--- config.mk ---
export PLATFORM = sky130hd
export DESIGN_NAME = mem_port_initiator_flat
export DESIGN_NICKNAME = d
export VERILOG_FILES = /design/src/rtl/mem_port_pkg.sv /design/src/rtl/mem_port_initiator_if.sv /design/src/rtl/mem_lane_align.sv /design/src/rtl/mem_port_initiator.sv /design/src/flat_wrapper.sv
export SDC_FILE = /design/constraint.sdc
export NUM_CORES = 1
export LEC_CHECK = 0
export BUFFER_PORTS_ARGS = -buffer_cell sky130_fd_sc_hd__clkbuf_2
export CORE_UTILIZATION = 51
export DETAILED_ROUTE_END_ITERATION = 6
export GPL_ROUTABILITY_DRIVEN = 1
export PLACE_DENSITY_LB_ADDON = 0.08
export SLEW_MARGIN = 20
export SYNTH_ARGS = -nofsm -noshare
export SYNTH_HDL_FRONTEND = slang
export SYNTH_HIERARCHICAL = 1
export SYNTH_SLANG_ARGS = --single-unit
--- constraint.sdc ---
create_clock -name clk -period 4.3 [get_ports clk]
set_input_delay 0.86 -clock clk [delete_from_list [all_inputs] [get_ports clk]]
set_output_delay 0.86 -clock clk [all_outputs]
set_load 0.005 [all_outputs]
--- src/rtl/mem_port_pkg.sv ---
// Shared state encoding, access-size codes and alignment helper for the
// data-memory initiator port.
package mem_port_pkg;

  typedef enum logic [2:0] {
    IDLE,
    RD,
    MERGE,
    WR,
    RESP,
    ERR_RESP
  } state_t;

  localparam logic [1:0] SZ_BYTE    = 2'd0;
  localparam logic [1:0] SZ_HALF    = 2'd1;
  localparam logic [1:0] SZ_WORD    = 2'd2;
  localparam logic [1:0] SZ_ILLEGAL = 2'd3;

  // Illegal size is reported as misaligned so callers need one test.
  function automatic logic misaligned(input logic [1:0] lane, input logic [1:0] size);
    logic bad;
    case (size)
      SZ_BYTE: bad = 1'b0;
      SZ_HALF: bad = lane[0];
      SZ_WORD: bad = (lane != 2'd0);
      default: bad = 1'b1;
    endcase
    return bad;
  endfunction

endpackage

--- src/rtl/mem_port_initiator_if.sv ---
// CPU request/response and memory-port signals of the initiator; master is
// the initiator itself, slave is the CPU + memory environment around it.
interface mem_port_initiator_if #(
  parameter int DATA_WIDTH = 32,
  parameter int ADDR_WIDTH = 32
);
  logic                  req_valid;
  logic                  req_ready;
  logic                  req_we;
  logic [ADDR_WIDTH-1:0] req_addr;
  logic [1:0]            req_size;
  logic                  req_unsigned;
  logic [DATA_WIDTH-1:0] req_wdata;

  logic                  resp_valid;
  logic                  resp_ready;
  logic [DATA_WIDTH-1:0] resp_rdata;
  logic                  resp_err;

  logic                  mem_ren;
  logic [ADDR_WIDTH-1:0] mem_raddr;
  logic [DATA_WIDTH-1:0] mem_rdata;
  logic                  mem_wen;
  logic [ADDR_WIDTH-1:0] mem_waddr;
  logic [DATA_WIDTH-1:0] mem_wdata;

  modport master (
    input  req_valid, req_we, req_addr, req_size, req_unsigned, req_wdata,
    input  resp_ready, mem_rdata,
    output req_ready, resp_valid, resp_rdata, resp_err,
    output mem_ren, mem_raddr, mem_wen, mem_waddr, mem_wdata
  );

  modport slave (
    output req_valid, req_we, req_addr, req_size, req_unsigned, req_wdata,
    output resp_ready, mem_rdata,
    input  req_ready, resp_valid, resp_rdata, resp_err,
    input  mem_ren, mem_raddr, mem_wen, mem_waddr, mem_wdata
  );
endinterface

--- src/rtl/mem_lane_align.sv ---
// Little-endian lane extraction with sign/zero extension for loads, and
// lane insertion into a read word for sub-word read-modify-write stores.
module mem_lane_align
  import mem_port_pkg::*;
(
  input  logic [31:0] i_word,
  input  logic [1:0]  i_lane,
  input  logic [1:0]  i_size,
  input  logic        i_unsigned,
  input  logic [31:0] i_wdata,
  output logic [31:0] o_load,
  output logic [31:0] o_merged
);

  logic [7:0]  w_byte;
  logic [15:0] w_half;

  always_comb begin
    w_byte = i_word[7:0];
    case (i_lane)
      2'd1:    w_byte = i_word[15:8];
      2'd2:    w_byte = i_word[23:16];
      2'd3:    w_byte = i_word[31:24];
      default: w_byte = i_word[7:0];
    endcase
    w_half = i_lane[1] ? i_word[31:16] : i_word[15:0];
  end

  always_comb begin
    o_load   = i_word;
    o_merged = i_wdata;
    case (i_size)
      SZ_BYTE: begin
        o_load   = {{24{w_byte[7] & ~i_unsigned}}, w_byte};
        o_merged = i_word;
        case (i_lane)
          2'd1:    o_merged[15:8]  = i_wdata[7:0];
          2'd2:    o_merged[23:16] = i_wdata[7:0];
          2'd3:    o_merged[31:24] = i_wdata[7:0];
          default: o_merged[7:0]   = i_wdata[7:0];
        endcase
      end
      SZ_HALF: begin
        o_load   = {{16{w_half[15] & ~i_unsigned}}, w_half};
        o_merged = i_word;
        if (i_lane[1]) o_merged[31:16] = i_wdata[15:0];
        else           o_merged[15:0]  = i_wdata[15:0];
      end
      default: begin
        o_load   = i_word;
        o_merged = i_wdata;
      end
    endcase
  end

endmodule

--- src/rtl/mem_port_initiator.sv ---
// Initiator for the word-addressed data memory: one outstanding CPU load or
// store, sub-word stores done as read-modify-write over the 1-cycle read port.
module mem_port_initiator
  import mem_port_pkg::*;
#(
  parameter int DATA_WIDTH = 32,
  parameter int ADDR_WIDTH = 32,
  parameter int NUM_WORDS  = 128
) (
  input  logic               clk,
  input  logic               rst_n,
  mem_port_initiator_if.master bus
);

  localparam int unsigned IW = ADDR_WIDTH - 2;
  localparam logic [IW-1:0] LIMIT = IW'(NUM_WORDS);

  state_t                r_state;
  state_t                w_next;
  logic                  r_we;
  logic [IW-1:0]         r_index;
  logic [1:0]            r_lane;
  logic [1:0]            r_size;
  logic                  r_unsigned;
  logic [DATA_WIDTH-1:0] r_wdata;
  logic [DATA_WIDTH-1:0] r_rdata;
  logic                  r_err;

  logic [IW-1:0]         w_index_in;
  logic [1:0]            w_lane_in;
  logic                  w_err_in;
  logic                  w_accept;
  logic [DATA_WIDTH-1:0] w_load;
  logic [DATA_WIDTH-1:0] w_merged;

  assign w_index_in = bus.req_addr[ADDR_WIDTH-1:2];
  assign w_lane_in  = bus.req_addr[1:0];
  assign w_err_in   = misaligned(w_lane_in, bus.req_size) || (w_index_in >= LIMIT);
  assign w_accept   = (r_state == IDLE) && bus.req_valid;

  // One aligner serves both paths: r_wdata is the store data for RMW.
  mem_lane_align u_align (
    .i_word     (bus.mem_rdata),
    .i_lane     (r_lane),
    .i_size     (r_size),
    .i_unsigned (r_unsigned),
    .i_wdata    (r_wdata),
    .o_load     (w_load),
    .o_merged   (w_merged)
  );

  always_ff @(posedge clk or negedge rst_n) begin
    if (!rst_n) begin
      r_state    <= IDLE;
      r_we       <= 1'b0;
      r_index    <= '0;
      r_lane     <= '0;
      r_size     <= '0;
      r_unsigned <= 1'b0;
      r_wdata    <= '0;
      r_rdata    <= '0;
      r_err      <= 1'b0;
    end else begin
      r_state <= w_next;
      if (w_accept) begin
        r_we       <= bus.req_we;
        r_index    <= w_index_in;
        r_lane     <= w_lane_in;
        r_size     <= bus.req_size;
        r_unsigned <= bus.req_unsigned;
        r_wdata    <= bus.req_wdata;
        r_rdata    <= '0;
        r_err      <= w_err_in;
      end else if (r_state == MERGE) begin
        if (r_we) r_wdata <= w_merged;
        else      r_rdata <= w_load;
      end
    end
  end

  always_comb begin
    w_next         = r_state;
    bus.req_ready  = 1'b0;
    bus.resp_valid = 1'b0;
    bus.resp_rdata = '0;
    bus.resp_err   = 1'b0;
    bus.mem_ren    = 1'b0;
    bus.mem_raddr  = '0;
    bus.mem_wen    = 1'b0;
    bus.mem_waddr  = '0;
    bus.mem_wdata  = '0;
    case (r_state)
      IDLE: begin
        bus.req_ready = 1'b1;
        if (bus.req_valid) begin
          if (w_err_in)                                w_next = ERR_RESP;
          else if (bus.req_we && bus.req_size == SZ_WORD) w_next = WR;
          else                                         w_next = RD;
        end
      end
      RD: begin
        bus.mem_ren   = 1'b1;
        bus.mem_raddr = {2'b00, r_index};
        w_next        = MERGE;
      end
      MERGE: begin
        w_next = r_we ? WR : RESP;
      end
      WR: begin
        bus.mem_wen   = 1'b1;
        bus.mem_waddr = {2'b00, r_index};
        bus.mem_wdata = r_wdata;
        w_next        = RESP;
      end
      RESP, ERR_RESP: begin
        bus.resp_valid = 1'b1;
        bus.resp_rdata = r_rdata;
        bus.resp_err   = r_err;
        if (bus.resp_ready) w_next = IDLE;
      end
      default: w_next = IDLE;
    endcase
  end

endmodule

--- src/flat_wrapper.sv ---
// flat-port wrapper written by rule: the top's interface ports become plain ports
module mem_port_initiator_flat import mem_port_pkg::*;
#(
  parameter int DATA_WIDTH = 32,
  parameter int ADDR_WIDTH = 32,
  parameter int NUM_WORDS  = 128
)
  (clk, rst_n, bus_req_valid, bus_req_we, bus_req_addr, bus_req_size, bus_req_unsigned, bus_req_wdata, bus_resp_ready, bus_mem_rdata, bus_req_ready, bus_resp_valid, bus_resp_rdata, bus_resp_err, bus_mem_ren, bus_mem_raddr, bus_mem_wen, bus_mem_waddr, bus_mem_wdata);
  mem_port_initiator_if #(.DATA_WIDTH(DATA_WIDTH), .ADDR_WIDTH(ADDR_WIDTH)) bus_i ();
  input  logic clk;
  input  logic rst_n;
  input wire logic [$bits(bus_i.req_valid)-1:0] bus_req_valid;
  input wire logic [$bits(bus_i.req_we)-1:0] bus_req_we;
  input wire logic [$bits(bus_i.req_addr)-1:0] bus_req_addr;
  input wire logic [$bits(bus_i.req_size)-1:0] bus_req_size;
  input wire logic [$bits(bus_i.req_unsigned)-1:0] bus_req_unsigned;
  input wire logic [$bits(bus_i.req_wdata)-1:0] bus_req_wdata;
  input wire logic [$bits(bus_i.resp_ready)-1:0] bus_resp_ready;
  input wire logic [$bits(bus_i.mem_rdata)-1:0] bus_mem_rdata;
  output wire logic [$bits(bus_i.req_ready)-1:0] bus_req_ready;
  output wire logic [$bits(bus_i.resp_valid)-1:0] bus_resp_valid;
  output wire logic [$bits(bus_i.resp_rdata)-1:0] bus_resp_rdata;
  output wire logic [$bits(bus_i.resp_err)-1:0] bus_resp_err;
  output wire logic [$bits(bus_i.mem_ren)-1:0] bus_mem_ren;
  output wire logic [$bits(bus_i.mem_raddr)-1:0] bus_mem_raddr;
  output wire logic [$bits(bus_i.mem_wen)-1:0] bus_mem_wen;
  output wire logic [$bits(bus_i.mem_waddr)-1:0] bus_mem_waddr;
  output wire logic [$bits(bus_i.mem_wdata)-1:0] bus_mem_wdata;
  assign bus_i.req_valid = bus_req_valid;
  assign bus_i.req_we = bus_req_we;
  assign bus_i.req_addr = bus_req_addr;
  assign bus_i.req_size = bus_req_size;
  assign bus_i.req_unsigned = bus_req_unsigned;
  assign bus_i.req_wdata = bus_req_wdata;
  assign bus_i.resp_ready = bus_resp_ready;
  assign bus_i.mem_rdata = bus_mem_rdata;
  assign bus_req_ready = bus_i.req_ready;
  assign bus_resp_valid = bus_i.resp_valid;
  assign bus_resp_rdata = bus_i.resp_rdata;
  assign bus_resp_err = bus_i.resp_err;
  assign bus_mem_ren = bus_i.mem_ren;
  assign bus_mem_raddr = bus_i.mem_raddr;
  assign bus_mem_wen = bus_i.mem_wen;
  assign bus_mem_waddr = bus_i.mem_waddr;
  assign bus_mem_wdata = bus_i.mem_wdata;
  mem_port_initiator #(.DATA_WIDTH(DATA_WIDTH), .ADDR_WIDTH(ADDR_WIDTH), .NUM_WORDS(NUM_WORDS)) u_core (.clk(clk), .rst_n(rst_n), .bus(bus_i));
endmodule
# == After elaboration in Yosys (flattened, before gate mapping) ==
# Cells that the tools add are included.
# word_totals
ff_bits,104
inputBits,104
out_inout_bits,133
wordCells,80
# classes
n_lt_le_gt_ge,1
n_eq_ne,16
mux,32
bitwise,3
reduce_logical,17
# op_table
operator,count
32-bit 2-to-1 mux,8
32-bit one-hot mux with 2 select lines,2
30-bit 2-to-1 mux,2
16-bit 2-to-1 mux,3
8-bit 2-to-1 mux,4
30-bit by 8-bit >= comparator with 1-bit output (second input constant),1
8-bit one-hot mux with 3 select lines,1
3-bit one-hot mux with 5 select lines,1
3-bit 2-to-1 mux,4
2-bit by 1-bit == test with 1-bit output (second input constant),3
2-bit == test (second input constant),3
3-bit by 2-bit == test with 1-bit output (second input constant),2
3-bit == test (second input constant),2
2-bit != test (second input constant),3
2-bit nonzero test,3
1-bit 2-to-1 mux,5
5-bit AND reduction,1
2-bit logical NOT,2
2-bit AND reduction,2
4-bit AND reduction,1
3-bit by 1-bit == test with 1-bit output (second input constant),1
3-bit logical NOT,1
3-bit by 1-bit != test with 1-bit output (second input constant),1
3-bit by 2-bit != test with 1-bit output (second input constant),1
10 further kinds,12

# == Depth between registers and ports, before layout ==
# logic_depth
depth_word,7
depth_mapped,8
mapped_depth_nobuf,5

# == By module ==
# The synthesis kept the hierarchy.
# modules_own_cells
mod,instances,cells_each,area_each_um2,seq_area_each_um2
mem_port_initiator,1,467,5258.8,2602.5
mem_lane_align,1,224,1677.9,0.0

# == Least setup slack after synthesis ==
# Ideal clock, no wire load.
# synth_timing
path_kind,reg-to-output
from,register u_core.r_state[2]
to,output bus_mem_waddr[0]
arrival_time_ns,1.293
required_time_ns,3.440
slack_ns,2.147
stages_incl_launch_ff,6
path_buffers,3
cell_sequence,dfrtp_1 > buf_2 > and3b_1 > clkbuf_1 > clkbuf_1 > and2_1
# synth_between
elab_chain_cells,2
# synth_rtl
item,line,source
from (decl),mem_port_initiator.sv:18,state_t r_state;
from (signal assigned),mem_port_initiator.sv:64,r_state <= w_next;
3-bit by 2-bit == test with 1-bit output,mem_port_initiator.sv:92,case (r_state)
30-bit 2-to-1 mux,mem_port_initiator.sv:92,
to (decl),flat_wrapper.sv:27,output wire logic [$bits(bus_i.mem_waddr)-1:0] bus_mem_waddr;
# No other way between the ends.

# == Worst setup path in the final report ==
# layout_timing
from,register u_core.r_state[2]
to,output bus_mem_waddr[25]
# Same word-level chain as after synthesis.

==> impl_summary.txt <==
----------------------------------------------------
[Outcome]
  Status ... completed

[Detailed routing]
  Met3 wirelength from detailed routing ... around 1600 µm
  Number of design rule violations left after detail routing ... 0
  Count of vias placed by the detailed router ... around 6,100
  Routed wire per std cell ... 19.3 µm
  Detail Route met2 WL ... between 9000 and 10,000 µm
  Antenna viol nets, final ... 0
  Via density per instance ... about 5.8
  Top routing layer used ... met4
  DR iter-0 viols ... 409
  Total Wirelength ... between 20,000 and 25,000 µm
  Detailed-route wire length on metal 1 ... roughly 9000 µm
  First-pass detailed-route iteration total ... 5

[Logic synthesis]
  Prevailing post-synth register cell ... sky130_fd_sc_hd__dfrtp_1
  Mean Syn Cell Area ... roughly 10 µm²
  Count of cell types in the netlist ... 54
  Mapped cell area ... 6940 µm²
  Synth Instances ... roughly 700
  Sequential area share after synthesis ... a little under two fifths
  Number of synthesized flops with an enable pin ... 0
  Async set or reset register ratio after synthesis ... 100%
  Count of warnings emitted by yosys ... 6
  FF+latch count, synth ... 104

[Pwr]
  Maximum VDD drop ... around 0.36 mV
  Cell Pwr Density ... between 600 and 700 nW/µm²
  Leakage power of the design ... 4.16 nW

[Setup path]
  Cell type of the slowest stage on the worst timing path ... sky130_fd_sc_hd__and3b_1
  Crit Reg-Reg Endpoint ... u_core/r_wdata[7]
  R2R cell count ... 5
  Endpoint class of the critical path ... output pin
  Crit path required time ... between 3 and 4 ns
  Cell Chain, Critical Path ... and3b_1 > buf_4 > and2_1 > clkbuf_2
  Reg-to-Reg Start ... u_core/r_size[0]
  Register-to-register setup slack ... 1.59 ns
  Biggest cell delay along the critical path ... 0.91 ns
  Arrival time of data at the critical path endpoint ... 2.44 ns
  CP startpoint kind ... flop
  Max Fanout on Critical Path ... 29
  Kind of critical path ... flop to output pin

[Clock network]
  Post-CTS Setup Inserts ... 0
  Number of instances resized during post-cts repair ... 0
  Clock Latency Late Sink ... about 0.36 ns
  CTS tree ... built
  Total clock sinks ... about 100
  CTS HTree Levels ... 3
  Hold-fix buffers at CTS ... 0
  Number of buffers inserted during clock tree synthesis ... 9
  Reg clk slew, reported paths ... about 0.070 ns
  Clock root cell ... sky130_fd_sc_hd__clkbuf_16
  Buffer levels on the longest clock path ... 2

[Placement]
  Port buffer count ... 232
  Routability congestion estimate ... between 0.8 and 0.9
  Half-perimeter wire length after detailed placement ... roughly 15,000 µm

[Final layout]
  Ant diodes ... 0
  Top library cells by usage in the layout, fill and taps aside ... 231 x sky130_fd_sc_hd__clkbuf_2, 133 x sky130_fd_sc_hd__and2_1, 104 x sky130_fd_sc_hd__dfrtp_1
  Signed area change from the synthesized netlist to the final layout ... 19.6%
  Area occupied by multi-input gates ... 3910 µm²
  Fraction of final layout cells with drive strength greater than 1 ... 36.9%
  Fill cells ... 1,198
  Share of the core filled with cells ... 62.7%
  Net count reported at finish ... slightly below 1,000
  Most common library cell in the layout ignoring fill and taps ... sky130_fd_sc_hd__clkbuf_2
  Footprint of the flip-flops and latches ... roughly 2600 µm²

[Timing]
  Rel. slew slack ... about 22%
  Fraction of the cycle the final worst path needs ... roughly 77%
  RSZ-0062 raised after global routing ... no
  Max Clk Rate ... between 300 and 400 MHz
  Final clock skew ... roughly 0.0076 ns
  Count of endpoints failing hold in the final timing report ... 0
  Final TNS setup ... 0 ns
  Slew Viols, Final ... 0
  Actual transition at the worst max-transition pin ... 1.17 ns
  Finish-stage setup viols ... 0
  Final worst path period need ... 3.30 ns

[Die]
  Die area ... between 10,000 and 15,000 µm²
  Core ar. ... around 13,000 µm²
  Starting density of the core ... between 50% and 60%
  Number of cell rows ... 42
  Vertical die dimension ... between 100 and 150 µm
  Die outline width ... 119 µm
  Num ports ... 237

[Worst hold path]
  Hold EP ... u_core/r_rdata[0]
  Launch point of the worst hold path ... u_core/r_rdata[0]
  Kind of path behind the tightest hold check ... flop to flop
  Hold Path Depth ... 1

[GRT]
  Aggregate global routing overflow ... 0
  Gr usage total ... between 20 and 30%
  First-pass GRT wire length ... approximately 32,000 µm
  Antenna violations before repair ... 0
  Via count of the first global-routing pass ... between 6,000 and 7,000
  Largest net degree at the start of global routing ... a little under 80

[Run]
  Number of max-cap violations ... 0

----------------------------------------------------
==> sequential cells by signal (all words and copies together) (netlist names) <==
signal / flops
u_core/r_size: 2
u_core/r_lane: 2
u_core/r_unsigned: 1
u_core/r_err: 1
u_core/r_we: 1
u_core/r_index: 30
u_core/r_state: 3
u_core/r_wdata: 32
u_core/r_rdata: 32
==> routing by layer <==
layer,vias up,GRT usage [%]
li1,2844,-
met2,283,46.5
met1,2965,39.3
met5,-,0
met3,36,6.66
met4,0,12.3
==> cell type report <==
class	count	area share [%]
Tap cell	176	2.65
Clock buffer	11	2.93
Multi-Input combinational cell	523	47.1
Sequential cell	104	31.4
Clock inverter	5	0.754
Timing Repair Buffer	244	15.2
Inverter	2	0.0905
==> synth_stat cells, drive strengths merged (7+ instances only) <==
master / n / area (µm²)
and2: 133 / 832
dfrtp: 104 / 2600
mux2i: 75 / 751
mux2: 47 / 529
buf: 41 / 349
nor2: 38 / 145
a22o: 37 / 324
a21oi: 35 / 175
nand2: 34 / 128
clkbuf: 24 / 90.1
nand3: 22 / 160
a221o: 17 / 170
o221ai: 16 / 140
nor3: 7 / 40.0
==> cells by family (layout without fill, tap and decap cells) <==
kind of cell / Yosys count / after routing / synth area share, %
other: 1 / 4 / 0.0541
multiplexers: 123 / 123 / 18.8
AND/OR/NAND/NOR: 271 / 271 / 23.3
AO/OA/AOI/OAI: 125 / 125 / 13.9
flip-flops: 104 / 104 / 37.5
buffers and inverters: 67 / 262 / 6.44
==> critical path, delay by kind of cell, from the launching register on <==
kind	cells	cell delay [ns]
buffers and inverters	2	0.47
AND/OR/NAND/NOR	2	1.07
flip-flops	1	0.53
==> how the worst max path moves through the flow <==
stage / startpoint / endpoint / slack, ns / cells after the start
floorplan: u_core/r_state[2] / bus_mem_waddr[0] / 2.15 / 5
global placement: u_core/r_state[2] / bus_mem_waddr[25] / 1.49 / 4
detailed placement: u_core/r_state[2] / bus_mem_waddr[25] / 1.40 / 4
CTS: u_core/r_state[2] / bus_mem_waddr[25] / 1.02 / 4
global route: u_core/r_state[2] / bus_mem_waddr[18] / 0.84 / 4
finish: u_core/r_state[2] / bus_mem_waddr[25] / 1.00 / 4
==> metrics by stage <==
stage	total power [mW]	instances	worst slack [ns]	hold WS, ns	cell area, µm²
after floorplan	4.21	694	2.15	0.458	6950
after global placement	4.80	1049	1.49	0.475	7990
after detailed placement	4.91	1049	1.40	0.475	7990
after CTS	5.78	1065	1.02	0.497	8290
after global routing	6.20	1065	0.838	0.514	8300
final	5.80	1065	1.00	0.492	8300
==> power by group <==
part | leakage, nW | switching, mW | internal, mW
Combinational | 2.76 | 1.54 | 1.44
Sequential | 1.26 | 0.507 | 1.44
Clock | 0.143 | 0.386 | 0.472
Total | 4.16 | 2.44 | 3.36
Power figures use the tool's default switching activity.
